## config.mk

```make
export PLATFORM = sky130hd
export DESIGN_NAME = matmul_result_drain
export DESIGN_NICKNAME = d
export VERILOG_FILES = /design/src/rtl/matmul_result_drain.sv
export SDC_FILE = /design/constraint.sdc
export NUM_CORES = 1
export LEC_CHECK = 0
export CORE_MARGIN = 2
export CORE_UTILIZATION = 37
export DETAILED_ROUTE_END_ITERATION = 10
export GPL_TIMING_DRIVEN = 0
export MAX_ROUTING_LAYER = met4
export PLACE_DENSITY = 0.86
export SLEW_MARGIN = 20
export SYNTH_ARGS = -nofsm -noshare
export SYNTH_HDL_FRONTEND = slang
export SYNTH_SLANG_ARGS = --single-unit
```

## constraint.sdc

```tcl
create_clock -name clk -period 1.8 [get_ports clk]
set_input_delay 0.18 -clock clk [delete_from_list [all_inputs] [get_ports clk]]
set_output_delay 0.18 -clock clk [all_outputs]
set_load 0.01 [all_outputs]
```

## src/rtl/matmul_result_drain.sv

```systemverilog
// matmul_result_drain
//
// Output-side sequencer for the matrix-multiply datapath. On a start pulse it
// captures every MAC accumulator into a local buffer in a single cycle. It
// pulses mac_clr so the MAC array can begin the next computation. It then
// streams the buffered words, one per valid/ready transfer, each converted to
// DATA_W bits.
//
// Build option:
//   MATMUL_OUT_SAT_EN  defined   -> conversion saturates to the signed DATA_W range
//                      undefined -> conversion keeps the low DATA_W bits (truncation)
//
// Ports:
//   clk         rising-edge clock
//   reset       asynchronous, active-high reset
//   start       one-cycle pulse: the accumulators hold final results
//   acc_bus     N_RES accumulators, result k at [k*ACC_W +: ACC_W]
//   mac_clr     one-cycle pulse clearing the MAC accumulators after capture
//   busy        high while captured words remain to be sent
//   dout        current result word
//   dout_valid  dout holds a valid word
//   dout_ready  sink accepts the word
//   dout_last   marks the word at index N_RES-1
//   done        one-cycle pulse after the last word is accepted
//   overrun     sticky: start arrived while busy (cleared only by reset)

module matmul_result_drain #(
    parameter int DATA_W = 16,
    parameter int ACC_W  = 34,
    parameter int N_RES  = 4,
    parameter int IDX_W  = 2
) (
    input  logic                   clk,
    input  logic                   reset,
    input  logic                   start,
    input  logic [N_RES*ACC_W-1:0] acc_bus,
    output logic                   mac_clr,
    output logic                   busy,
    output logic [DATA_W-1:0]      dout,
    output logic                   dout_valid,
    input  logic                   dout_ready,
    output logic                   dout_last,
    output logic                   done,
    output logic                   overrun
);

    typedef enum logic {
        IDLE = 1'b0,
        SEND = 1'b1
    } state_t;

    localparam logic [IDX_W-1:0] LAST_IDX = IDX_W'(N_RES - 1);

    state_t            state;
    logic [IDX_W-1:0]  idx;
    logic [DATA_W-1:0] buffer    [N_RES];
    logic [DATA_W-1:0] conv_word [N_RES];

    // Accumulator-to-word conversion, evaluated for all results in parallel.
`ifdef MATMUL_OUT_SAT_EN
    // The value fits in DATA_W signed bits when every bit from DATA_W-1 up to
    // the sign bit equals the sign; otherwise clamp toward the sign.
    logic [ACC_W-DATA_W:0] hi;

    always_comb begin
        hi = '0;
        for (int unsigned k = 0; k < N_RES; k++) begin
            hi = acc_bus[k*ACC_W + DATA_W - 1 +: ACC_W - DATA_W + 1];
            if ((hi == '0) || (hi == '1)) begin
                conv_word[k] = acc_bus[k*ACC_W +: DATA_W];
            end else if (hi[ACC_W-DATA_W]) begin
                conv_word[k] = {1'b1, {(DATA_W-1){1'b0}}};
            end else begin
                conv_word[k] = {1'b0, {(DATA_W-1){1'b1}}};
            end
        end
    end
`else
    // Truncation discards the accumulator high bits; they are folded into a
    // dummy reduction only so they are not reported as dangling inputs.
    logic unused_acc_hi;

    always_comb begin
        unused_acc_hi = 1'b0;
        for (int unsigned k = 0; k < N_RES; k++) begin
            conv_word[k]  = acc_bus[k*ACC_W +: DATA_W];
            unused_acc_hi = unused_acc_hi
                          ^ (^acc_bus[k*ACC_W + DATA_W - 1 +: ACC_W - DATA_W + 1]);
        end
    end
`endif

    always_ff @(posedge clk or posedge reset) begin
        if (reset) begin
            state   <= IDLE;
            idx     <= '0;
            mac_clr <= 1'b0;
            done    <= 1'b0;
            overrun <= 1'b0;
            for (int unsigned k = 0; k < N_RES; k++) begin
                buffer[k] <= '0;
            end
        end else begin
            mac_clr <= 1'b0;
            done    <= 1'b0;
            case (state)
                IDLE: begin
                    if (start) begin
                        for (int unsigned k = 0; k < N_RES; k++) begin
                            buffer[k] <= conv_word[k];
                        end
                        idx     <= '0;
                        mac_clr <= 1'b1;
                        state   <= SEND;
                    end
                end
                SEND: begin
                    // A start here would overwrite words not yet sent, so it
                    // is dropped and only flagged.
                    if (start) begin
                        overrun <= 1'b1;
                    end
                    if (dout_ready) begin
                        if (idx == LAST_IDX) begin
                            idx   <= '0;
                            done  <= 1'b1;
                            state <= IDLE;
                        end else begin
                            idx <= idx + 1'b1;
                        end
                    end
                end
                default: state <= IDLE;
            endcase
        end
    end

    // Stream outputs are decoded from registered state only (no input path).
    assign busy       = (state == SEND);
    assign dout_valid = (state == SEND);
    assign dout_last  = (state == SEND) && (idx == LAST_IDX);
    assign dout       = (state == SEND) ? buffer[idx] : '0;

endmodule
```

==> flow_summary.json <==
{
  "worstPathMaxFanout": 6,
  "synthTopCellsByArea": "dfrtp_1, mux2_4, mux2i_1",
  "skew_ps": 5.92,
  "top_level_ports": 162,
  "synth-seq-area-share": 0.522,
  "routed_via_density": 4.96,
  "post-route-min-period_ps": 1820,
  "power-per-cell-area_nw_per_um2": 1740,
  "numCtsBuffers": 9,
  "cap_violations": 0,
  "synth_area_leader_cell": "dfrtp_1",
  "drt_iter0_markers": 55,
  "fp.dieH_um": 99.2,
  "period_share": 1.01,
  "ir_drop_v": 0.000728,
  "place.gp.congestion": 0.811,
  "ys_ff_latch": 70,
  "grt_max_degree": 36,
  "worstMarginPinSlew_ps": 305,
  "cts.sinks": 70,
  "yosysWarnings": 0,
  "clk_latency_ps": 340,
  "crit_type": "reg -> out",
  "htreeDepth": 3,
  "hp-class": "in -> async",
  "hold_violations": 0,
  "hpwlAfterDp_um": 5790,
  "die_x_um": 99.2,
  "rows": 34,
  "die_area_um2": 9840,
  "maxSlewHeadroom": 0.796,
  "start_kind": "register",
  "dr.pass1.iters": 4,
  "grt_use_total": 0.177,
  "failed_checks": "setup timing",
  "clockRootBuffer": "clkbuf_8",
  "syn_area_per_cell_um2": 15.8,
  "drc": 0,
  "grt_overflow": 0,
  "post-route-cell-area_um2": 4890,
  "coreArea_um2": 8760,
  "worst_slack_ps": -15.0,
  "ant_nets": 0,
  "p_leak_uw": 0.00213,
  "clk_pin_slew_worst_paths_ps": 80,
  "placed_area_um2": 4430,
  "antenna_found_initial": 0,
  "synth_top_area_share": 0.522,
  "yosysUniqueCellTypes": 20,
  "syn_nets": 353,
  "wl_per_cell_um": 18.6,
  "vias": 2174,
  "setup_viol_count_final": 1,
  "rsz0062_at_grt": "yes",
  "syn2layout_area_growth_pct": 45.7,
  "finalPower_uw": 8500,
  "arrival_ps": 1640,
  "status": "finished with violations",
  "start_util": 0.383,
  "cts_buffer_depth": 2,
  "grt_pass1_vias": 2359,
  "postCtsHoldBufs": 0,
  "drive_gt1_frac": 0.439,
  "routed_wl_um": 8130,
  "finalNetCount": 466,
  "max_clock_freq_mhz": 551,
  "netlist_instances": 212,
  "port_buffers": 89,
  "cp-end-kind": "output pin",
  "syn_area_um2": 3350,
  "antennaDiodeCount": 0,
  "grt_pass1_wl_um": 12600,
  "slew_violations": 0,
  "required_ps": 1620,
  "cts_tree": "built"
}
-- final cells by class --
type | count | area [um2]
buffer | 15 | 231
clock buffer | 11 | 151
clock inverter | 5 | 57.6
fill | 723 | 3880
inverter | 1 | 7.51
multi-input combinational | 125 | 1550
sequential | 70 | 1750
tap | 108 | 135
timing repair buffer | 103 | 998
-- per-layer routing --
metal | routed length, um | global-route usage | vias to the layer above
li1 | - | - | 1007
met1 | 3520 | 0.221 | 1084
met2 | 4110 | 0.290 | 73
met3 | 410 | 0.0372 | 10
met4 | 92 | 0.0537 | 0
met5 | 0 | - | -
-- cells in the final DEF (no fill, tap or decap), types with 3 or more instances in the layout --
| cell type | count |
|---|---|
| clkdlybuf4s50_1 | 72 |
| dfrtp_1 | 70 |
| mux2_4 | 49 |
| mux2i_1 | 23 |
| mux2_2 | 15 |
| buf_2 | 15 |
| o22ai_1 | 11 |
| buf_4 | 11 |
| clkbuf_8 | 11 |
| buf_12 | 9 |
| buf_6 | 6 |
| mux2i_4 | 6 |
| o22ai_2 | 5 |
| mux2i_2 | 4 |
| clkinvlp_4 | 4 |
| nor2_1 | 3 |
-- synthesized netlist by cell type --
cell type  instances
and2_1             1
a21o_1             1
buf_6              2
ha_1               1
nand2b_1           1
nor2b_4            1
mux2_4            49
buf_4              4
clkbuf_1           1
inv_1              1
buf_2              4
dfrtp_1           70
o22ai_1           16
mux2_2            15
nand2_1            1
a32o_1             2
buf_12             5
and3_1             1
mux2i_1           33
nor2_1             3
-- worst paths after layout --
check | cells past startpoint | start | to | slack, ps
setup / recovery | 5 | idx[1] | dout[10] | -20
hold / removal | 2 | reset | overrun | 150
setup reg to reg | 6 | busy | buffer[36] | 180
hold reg to reg | 1 | overrun | overrun | 480
max in group asynchronous | 3 | reset | buffer[59] | 1170
min in group clk | 2 | acc_bus[112] | buffer[10] | 450
-- timing repair --
item                                    in CTS  in global routing
setup buffers                                5                  5
pin swaps                                    3                  0
gates cloned                                 2                  0
resized for setup                           94                 14
endpoints found under the setup margin      17                 14
-- state kept, by name (all words and copies together) (netlist names) --
signal / flops
done: 1
buffer: 64
overrun: 1
idx: 2
busy: 1
mac_clr: 1
-- stage by stage --
| stage | utilization | setup slack (ps) | TNS [ps] | hold WS (ps) | std cells |
|---|---|---|---|---|---|
| final | 0.558 | -15.0 | -15.0 | 153 | 438 |
| after global routing | 0.558 | -89.9 | -401 | 145 | 438 |
| after CTS | 0.554 | -37.6 | -87.6 | 143 | 433 |
| after detailed placement | 0.506 | -344 | -2700 | 468 | 411 |
| after global placement | 0.500 | -320 | -2390 | 438 | 409 |
| after floorplan | - | 383 | 0 | 301 | 212 |
-- where the power goes --
part	total, uW	leakage, uW	switching (uW)	internal [uW]
Clock	1310	0.0000976	598	713
Sequential	2870	0.000840	529	2340
Combinational	4330	0.00119	1650	2680
Total	8500	0.00213	2780	5730
-- worst max-delay path, stage by stage (launching register included) --
cell and delay, ps:
dfrtp_1 360, buf_6 170, bufbuf_16 290, mux2i_2 220
o22ai_2 90, buf_2 150
-- logic make-up (layout without fill, tap and decap cells) --
kind of cell,count (synthesis),count (layout),share of synthesized area
AND/OR/NAND/NOR,8,8,0.0142
flip-flops,70,70,0.522
AO/OA/AOI/OAI,19,19,0.0380
buffers and inverters,17,135,0.0537
adder cells (fa/ha/maj),1,1,0.00373
multiplexers,97,97,0.368
Note: power is estimated with default switching activity, not from simulation.
